[config.mk]
export PLATFORM = sky130hd
export DESIGN_NAME = ex_muldiv_unit
export DESIGN_NICKNAME = d
export VERILOG_FILES = /design/src/rtl/ex_muldiv_unit.sv
export SDC_FILE = /design/constraint.sdc
export NUM_CORES = 2
export LEC_CHECK = 0
export ABC_CLOCK_PERIOD_IN_PS = 20200
export CAP_MARGIN = 5
export CORE_UTILIZATION = 60
export DETAILED_ROUTE_END_ITERATION = 10
export GPL_TIMING_DRIVEN = 0
export PLACE_DENSITY = 0.77
export SYNTH_ARGS = -nofsm -noshare
export SYNTH_HDL_FRONTEND = slang
export SYNTH_SLANG_ARGS = --single-unit
export TNS_END_PERCENT = 20
[constraint.sdc]
create_clock -name clk -period 20.2 [get_ports clk]
set_clock_uncertainty 0.2 [all_clocks]
set_input_delay 2.02 -clock clk [delete_from_list [all_inputs] [get_ports clk]]
set_output_delay 2.02 -clock clk [all_outputs]
set_load 0.005 [all_outputs]
[src/rtl/ex_muldiv_unit.sv]
// Execute-stage RV32M unit: single-pass multiplier and radix-2 restoring divider.
// Holds the pipeline via md_stall while an op is in flight and presents the result in DONE.
module ex_muldiv_unit #(
  parameter int unsigned XLEN         = 32,
  parameter int unsigned OPCODE_WIDTH = 7,
  parameter int unsigned FUNCT7_WIDTH = 7,
  parameter int unsigned FUNCT3_WIDTH = 3
) (
  input  logic                    clk,
  input  logic                    rst,
  input  logic [OPCODE_WIDTH-1:0] opcode_E,
  input  logic [FUNCT7_WIDTH-1:0] funct7_E,
  input  logic [FUNCT3_WIDTH-1:0] funct3_E,
  input  logic [XLEN-1:0]         srcA_E,
  input  logic [XLEN-1:0]         srcB_E,
  input  logic                    hold_E,
  output logic                    md_stall,
  output logic                    md_valid,
  output logic [XLEN-1:0]         md_result
);

  localparam int unsigned CNT_W = 6;
  localparam logic [OPCODE_WIDTH-1:0] OPC_OP     = OPCODE_WIDTH'(7'b0110011);
  localparam logic [FUNCT7_WIDTH-1:0] F7_MULDIV  = FUNCT7_WIDTH'(7'b0000001);
  localparam logic [XLEN-1:0]         INT_MIN    = {1'b1, {(XLEN-1){1'b0}}};

  typedef enum logic [1:0] {S_IDLE, S_MUL, S_DIV, S_DONE} state_e;

  state_e                  state_q, state_d;
  logic [XLEN-1:0]         a_q, a_d, b_q, b_d;
  logic [FUNCT3_WIDTH-1:0] op_q, op_d;
  logic [XLEN-1:0]         quo_q, quo_d, rem_q, rem_d, dvs_q, dvs_d;
  logic [XLEN-1:0]         result_q, result_d;
  logic [CNT_W-1:0]        cnt_q, cnt_d;

  logic                    is_md;
  logic                    start_signed;
  logic                    a_signed, b_signed;
  logic [2*XLEN-1:0]       mul_a, mul_b, prod;
  logic                    div_signed, div_by_zero, div_ovf;
  logic [XLEN:0]           rem_sh, diff;
  logic                    q_bit;
  logic [XLEN-1:0]         quo_n, rem_n, quo_fin, rem_fin;

  assign is_md     = (opcode_E == OPC_OP) && (funct7_E == F7_MULDIV);
  assign md_stall  = ((state_q == S_IDLE) && is_md) || (state_q == S_MUL) || (state_q == S_DIV);
  assign md_valid  = (state_q == S_DONE);
  assign md_result = result_q;

  // Product of the latched operands; MULH/MULHSU sign-extend rs1, only MULH sign-extends rs2.
  always_comb begin
    a_signed = (op_q[1:0] == 2'b01) || (op_q[1:0] == 2'b10);
    b_signed = (op_q[1:0] == 2'b01);
    mul_a    = {{XLEN{a_signed & a_q[XLEN-1]}}, a_q};
    mul_b    = {{XLEN{b_signed & b_q[XLEN-1]}}, b_q};
    prod     = mul_a * mul_b;
  end

  // One restoring shift-subtract step on magnitudes, plus final sign fix-up.
  always_comb begin
    start_signed = ~funct3_E[0];
    div_signed   = ~op_q[0];
    div_by_zero  = (b_q == '0);
    div_ovf      = div_signed && (a_q == INT_MIN) && (b_q == '1);
    rem_sh       = {rem_q, quo_q[XLEN-1]};
    diff         = rem_sh - {1'b0, dvs_q};
    q_bit        = ~diff[XLEN];
    rem_n        = q_bit ? diff[XLEN-1:0] : rem_sh[XLEN-1:0];
    quo_n        = {quo_q[XLEN-2:0], q_bit};
    quo_fin      = (div_signed && (a_q[XLEN-1] ^ b_q[XLEN-1])) ? -quo_n : quo_n;
    rem_fin      = (div_signed && a_q[XLEN-1]) ? -rem_n : rem_n;
  end

  always_comb begin
    state_d  = state_q;
    a_d      = a_q;
    b_d      = b_q;
    op_d     = op_q;
    quo_d    = quo_q;
    rem_d    = rem_q;
    dvs_d    = dvs_q;
    result_d = result_q;
    cnt_d    = cnt_q;
    case (state_q)
      S_IDLE: begin
        if (is_md) begin
          // Forwarded operands may change while stalled, so capture them now.
          a_d     = srcA_E;
          b_d     = srcB_E;
          op_d    = funct3_E;
          quo_d   = (start_signed && srcA_E[XLEN-1]) ? -srcA_E : srcA_E;
          dvs_d   = (start_signed && srcB_E[XLEN-1]) ? -srcB_E : srcB_E;
          rem_d   = '0;
          cnt_d   = CNT_W'(XLEN-1);
          state_d = funct3_E[2] ? S_DIV : S_MUL;
        end
      end
      S_MUL: begin
        result_d = (op_q[1:0] == 2'b00) ? prod[XLEN-1:0] : prod[2*XLEN-1:XLEN];
        state_d  = S_DONE;
      end
      S_DIV: begin
        if (div_by_zero) begin
          result_d = op_q[1] ? a_q : '1;
          state_d  = S_DONE;
        end else if (div_ovf) begin
          result_d = op_q[1] ? '0 : INT_MIN;
          state_d  = S_DONE;
        end else begin
          quo_d = quo_n;
          rem_d = rem_n;
          cnt_d = cnt_q - CNT_W'(1);
          if (cnt_q == '0) begin
            result_d = op_q[1] ? rem_fin : quo_fin;
            state_d  = S_DONE;
          end
        end
      end
      S_DONE: begin
        if (!hold_E) state_d = S_IDLE;
      end
      default: state_d = S_IDLE;
    endcase
  end

  always_ff @(posedge clk) begin
    if (rst) begin
      state_q  <= S_IDLE;
      a_q      <= '0;
      b_q      <= '0;
      op_q     <= '0;
      quo_q    <= '0;
      rem_q    <= '0;
      dvs_q    <= '0;
      result_q <= '0;
      cnt_q    <= '0;
    end else begin
      state_q  <= state_d;
      a_q      <= a_d;
      b_q      <= b_d;
      op_q     <= op_d;
      quo_q    <= quo_d;
      rem_q    <= rem_d;
      dvs_q    <= dvs_d;
      result_q <= result_d;
      cnt_q    <= cnt_d;
    end
  end

endmodule

Yosys cells after proc, flatten, opt, wreduce, memory -nomap -nowiden

Index checks and enable logic that the tools add are counted.
Widths: inputs -> output; s select.

Register bits: 202
Input port bits: 84

Reductions and logical operators: 21
Bitwise logic cells: 6
Mux-type cells: 32
Equality and inequality tests: 14
Add/subtract/negate cells: 6
$mul: 1

Operators with widths:

| cell                 | count |
|---|---|
| $mux 32              | 18 |
| $pmux 32 s2          | 3 |
| $neg 32->32          | 4 |
| $eq 32x32->1 const B | 2 |
| $mul 33x33->64       | 1 |
| $sub 33x32->33       | 1 |
| $logic_not 32->1     | 1 |
| $mux 6               | 3 |
| $mux 2               | 6 |
| $pmux 6 s2           | 1 |
| $logic_and 1x1->1    | 8 |
| $ne 2x2->1 const B   | 4 |
| $pmux 2 s4           | 1 |
| $eq 7x1->1 const B   | 1 |
| $eq 7x6->1 const B   | 1 |
| $eq 2x2->1 const B   | 3 |
| $logic_not 6->1      | 1 |
| $sub 6x1->6 const B  | 1 |
| $eq 2x1->1 const B   | 2 |
| $logic_not 2->1      | 2 |
| $ne 4x3->1 const B   | 1 |
| $reduce_and 2->1     | 2 |
| $reduce_and 4->1     | 1 |
| $reduce_bool 2->1    | 2 |
| 5 further kinds      | 10 |

Longest topological paths before layout

Word-level depth: 9
Mapped depth: 37

Least setup slack after synthesis

Ideal clock, no wire load.

Kind: reg2reg
Start: reg op_q[1]
End: reg result_q[31], in the netlist md_result[31]
Period minus slack after synthesis: 9512 ps
Arrival: 9185 ps
Setup slack: 10688 ps
Stages on the path, launching flop included: 36
Library setup time: 127 ps
Data required time: 19873 ps
Path through: dfxtp_1 clkbuf_1 inv_1 clkbuf_1 clkbuf_1 ha_1 and2_0 clkbuf_1 nand2_1 inv_1 fa_1 inv_1 fa_1 inv_1 fa_1 fa_1 inv_1 fa_1 inv_1 fa_1 inv_1 fa_1 fa_1 inv_1 ha_1 a21oi_1 o21bai_1 a21o_1 a221o_1 a21o_1 a41o_1 a211oi_1 nor3_1 a21oi_1 a31oi_1 or3_1

Word-level cells in the longest chain between the ends: 6
Elaborated cells between the ends (all ways): 15
Those cells by class: mul (1); eq/ne (2); mux (8); bitwise (2); reduce/logical (2)

Ends and longest elaborated chain:

| item                                     | RTL line | source |
|---|---|---|
| from (decl)                              | 31       | `logic [FUNCT3_WIDTH-1:0] op_q, op_d;` |
| from (signal assigned)                   | 141      | `op_q <= op_d;` |
| $eq 2x1->1 or $eq 2x2->1 (tied branches) | 52, 53   |  |
| $logic_or 1x1->1                         | 52       | `a_signed = (op_q[1:0] == 2'b01) \|\| (op_q[1:0] == 2'b10);` |
| $and 1x1->1                              | 54       | `mul_a = {{XLEN{a_signed & a_q[XLEN-1]}}, a_q};` |
| $mul 33x33->64                           | 56       | `prod = mul_a * mul_b;` |
| $mux 32                                  | 99       | `result_d = (op_q[1:0] == 2'b00) ? prod[XLEN-1:0] : prod[2*XLEN-1:XLEN];` |
| $pmux 32 s2 *                            | 84       | `case (state_q)` |
| to (signal assigned)                     | 145      | `result_q <= result_d;` |
| to (decl)                                | 33       | `logic [XLEN-1:0] result_q, result_d;` |

Every way passes the cells marked *; elsewhere a longest branch is shown, timed or not. The select of a mux whose other input is x is not followed.
A chain may end at the register's enable or synchronous reset.

Worst setup path after layout

Start: reg op_q[1]
End: reg result_q[28], in the netlist md_result[28]

The elaborated chain is that of the path after synthesis.

==> PnR_summary.wiki <==
{| class="wikitable"
! Metric !! Value
|-
| Most Crowded Layer GR || met2
|-
| Number of nets produced by synthesis || between 7000 and 8000
|-
| Area of placed instances || ~55000 µm²
|-
| Type of the setup path with the least slack || flip-flop to flip-flop
|-
| Clock insertion delay at the later pin of the skew report || about 0.54 ns
|-
| Top library cells by usage in the layout, fill and taps aside || sky130_fd_sc_hd__inv_1 (1268), sky130_fd_sc_hd__fa_1 (1126), sky130_fd_sc_hd__nand2_1 (1065)
|-
| Clock tree from TritonCTS || yes
|-
| Prevailing post-synth register cell || sky130_fd_sc_hd__dfxtp_1
|-
| Average vias per placed instance || 6.19
|-
| Largest net degree at the start of global routing || 16
|-
| Placement Rows || between 100 and 150
|-
| Total wire length || approximately 200000 µm
|-
| Number of buffers and inverters on the critical path || 12
|-
| Crit path time final || between 10 and 15 ns
|-
| Combined global-route utilization of all metal layers || a little under half
|-
| Number of I/O port buffers || about 120
|-
| EDFF count, synth || 0
|-
| Initial cell density of the core || between 60% and 70%
|-
| Yosys warning count || 0
|-
| Final critical-path share of the clock period || 63.9%
|-
| Family with the most delay on the worst path || adder cells
|-
| Pwr/cell area || approximately 24 nW/µm²
|-
| Clock buffers created by TritonCTS || 21
|-
| Worst vdd rail ir drop || 0.0422 mV
|-
| Class of the most critical hold timing path || flip-flop to flip-flop
|-
| First-pass GRT wire length || ~300000 µm
|-
| Max Root-Sink Buffers || 3
|-
| Data arrival time of the worst path || between 10 and 15 ns
|-
| Post-detail-place hpwl || about 170000 µm
|-
| Syn-to-layout area delta || 6.55%
|-
| Least-Margin Pin Slew || between 1.5 and 2 ns
|-
| Number of global-route vias before repair || ~47000
|-
| Result of the run || complete, but fails checks
|-
| Detailed-routing iteration count for the pre-antenna-repair pass || 7
|-
| Buffer cell driving the clock tree root || sky130_fd_sc_hd__clkbuf_16
|-
| Number of nets in the layout || around 8000
|-
| Count of cell types in the netlist || between 90 and 100
|-
| Max Freq || a little under 80 MHz
|-
| Post-synthesis instance area || approximately 52000 µm²
|-
| Slowest cell on the critical path || sky130_fd_sc_hd__a2111oi_0
|-
| Post-synth ARST share || 0%
|-
| I/O pins || ~120
|-
| Final ANT Viol Nets || 0
|-
| Max-cap violations || 1
|-
| Post-DR wirelength/cell || around 27 µm
|-
| Design Area, Final || 55500 µm²
|-
| H-tree lvl count || 1
|-
| Total placed cells including tap cells || between 7000 and 8000
|-
| Maximum net fanout on the critical path || 11
|-
| Reg clk slew, reported paths || about 0.070 ns
|-
| Worst slew margin relative to its limit || -4.10%
|-
| Core footprint || around 86000 µm²
|-
| Kind of start point of the critical path || flip-flop
|-
| Final routed DRC violation total || 0
|-
| Weighted congestion at the end of routability-driven global placement || between 1 and 1.5
|-
| Hold Buf Count CTS || 0
|-
| Die area || 88100 µm²
|-
| Post-CTS setup-driven buffer insertion count || 0
|-
| Vias after detailed routing || about 46000
|-
| Met1 usage in global routing || 60.6%
|-
| Critical Path Sink Type || flip-flop
|-
| Met2 usage in global routing || around two thirds
|-
| Reg-to-reg setup timing slack || between 7 and 8 ns
|-
| Number of antenna violations at the first check in global routing || 15
|-
| Remaining Overflow, GRT || 0
|-
| Unrepaired setup endpoints after global routing || no
|-
| Iteration-0 DRC count of the detailed router || just under 6000
|-
| Post-layout instance count excluding filler cells || approximately 7500
|-
| Total of flip-flops plus latches after synthesis || approximately 200
|-
| Leakage power || approximately 25 nW
|-
| Number of hold violations in the final report || 0
|-
| Avg Inst Size Synth || around 8.4 µm²
|-
| Final Max Tran Viols || 12
|-
| Most frequent standard cell in the layout excluding fill and tap cells || sky130_fd_sc_hd__inv_1
|-
| Critical path's largest stage delay || 1.07 ns
|-
| Fraction of final layout cells sized beyond drive strength 1 || under 10%
|-
| Resized Gates After CTS || 0
|-
| Portion of the post-synthesis area used by sequential elements || under 10%
|-
| Die Width || just under 300 µm
|-
| Critical Path RT || between 20 and 25 ns
|-
| Final-report setup violation count || 0
|-
| Summed negative setup slack over all endpoints || 0 ns
|-
| Global-route track usage on met3 || between 10% and 20%
|-
| Sinks on the clock net || ~200
|-
| Violations in the final reports || max-capacitance violations, max-slew violations
|-
| Syn Inst Count || 6188
|-
| DIE HEIGHT || 297 µm
|}
==> final cells by class <==
cell class	instances	area, µm²
well taps	1144	1430
clock inverters	11	144
repair buffers	119	1220
fillers	7366	30000
diodes	19	47.5
flip-flops and latches	201	4020
plain buffers	397	1540
inverters	1269	4760
clock buffers	24	567
multi-input cells	4321	41800
==> routing by layer <==
layer	wire, µm	vias up	share of wire [%]
met5	210	-	0.10
met4	16600	22	8.1
met3	31200	808	15
met2	82600	3388	41
met1	73200	23100	36
li1	-	19200	-
==> final timing paths <==
path | from | endpoint | cells past startpoint
worst max-delay path | op_q[1] | md_result[28] | 36
worst min register to register | dvs_q[30] | dvs_q[30] | 2
worst max register to register | op_q[1] | md_result[28] | 36
worst min-delay path | dvs_q[30] | dvs_q[30] | 2
==> report_power, final <==
group / internal [mW] / switching [mW]
Sequential: 0.420 / 0.0237
Combinational: 0.146 / 0.300
Clock: 0.241 / 0.191
Total: 0.807 / 0.515
==> flip-flops by register name, summed over array words and instances (netlist names) <==
name	flops
a_q	32
md_result	32
quo_q	32
rem_q	32
state_q	2
b_q	32
dvs_q	31
op_q	2
cnt_q	6
==> cells in the mapped netlist, types with 7 or more instances <==
cell type | instances | area, µm²
sky130_fd_sc_hd__nor3_1 | 59 | 295
sky130_fd_sc_hd__nor4_1 | 33 | 206
sky130_fd_sc_hd__ha_1 | 257 | 3220
sky130_fd_sc_hd__a2111oi_0 | 7 | 61.3
sky130_fd_sc_hd__or3_1 | 25 | 156
sky130_fd_sc_hd__a22oi_1 | 23 | 173
sky130_fd_sc_hd__o31ai_1 | 21 | 158
sky130_fd_sc_hd__xor2_1 | 80 | 701
sky130_fd_sc_hd__or4_1 | 12 | 90.1
sky130_fd_sc_hd__o21a_1 | 24 | 180
sky130_fd_sc_hd__buf_2 | 15 | 75.1
sky130_fd_sc_hd__a31oi_1 | 32 | 200
sky130_fd_sc_hd__nor2_1 | 256 | 961
sky130_fd_sc_hd__nor2b_1 | 22 | 138
sky130_fd_sc_hd__mux2i_1 | 24 | 240
sky130_fd_sc_hd__dfxtp_1 | 201 | 4020
sky130_fd_sc_hd__a311oi_1 | 16 | 140
sky130_fd_sc_hd__and3_1 | 34 | 213
sky130_fd_sc_hd__clkbuf_1 | 367 | 1380
sky130_fd_sc_hd__o41ai_1 | 12 | 105
sky130_fd_sc_hd__o211ai_1 | 32 | 240
sky130_fd_sc_hd__o21ai_0 | 126 | 631
sky130_fd_sc_hd__nand4_1 | 22 | 138
sky130_fd_sc_hd__nand3_1 | 31 | 155
sky130_fd_sc_hd__a211oi_1 | 57 | 428
sky130_fd_sc_hd__a21oi_1 | 252 | 1260
sky130_fd_sc_hd__a222oi_1 | 24 | 240
sky130_fd_sc_hd__xnor2_1 | 118 | 1030
sky130_fd_sc_hd__a21o_1 | 52 | 390
sky130_fd_sc_hd__fa_1 | 1126 | 22500
sky130_fd_sc_hd__nand2_1 | 1065 | 4000
sky130_fd_sc_hd__inv_1 | 1268 | 4760
sky130_fd_sc_hd__nand2b_1 | 22 | 138
sky130_fd_sc_hd__a221oi_1 | 11 | 96.3
sky130_fd_sc_hd__or2_2 | 16 | 100
sky130_fd_sc_hd__buf_1 | 9 | 33.8
sky130_fd_sc_hd__and2_1 | 275 | 1720
sky130_fd_sc_hd__o21bai_1 | 20 | 150
==> cells by family after synthesis <==
kind of cell,share of synthesized area [%]
buf+inv,12.1
fa+ha+maj,49.4
mux,0.619
compound gates,10.2
simple gates,16.6
flops,7.72
xor+xnor,3.33
==> metrics by stage <==
stage               worst slack, ns  power (mW)  util, %  hold WS, ns
floorplan                     10.69       0.668        -        0.232
global placement               7.81       0.861     64.0        0.244
detailed placement             7.69       0.864     64.0        0.250
CTS                            7.66        1.28     64.8        0.256
global route                   7.12        1.34     64.9        0.287
finish                         7.30        1.32     64.9        0.258
==> worst register-to-register path: cells and delay by family, from the launching register on <==
family	cells	cell delay [ns]
adder cells (fa/ha/maj)	10	5.31
buffers and inverters	12	3.20
AO/OA/AOI/OAI	8	2.58
flip-flops	1	0.30
AND/OR/NAND/NOR	6	1.19
Power figures use the tool's default switching activity.
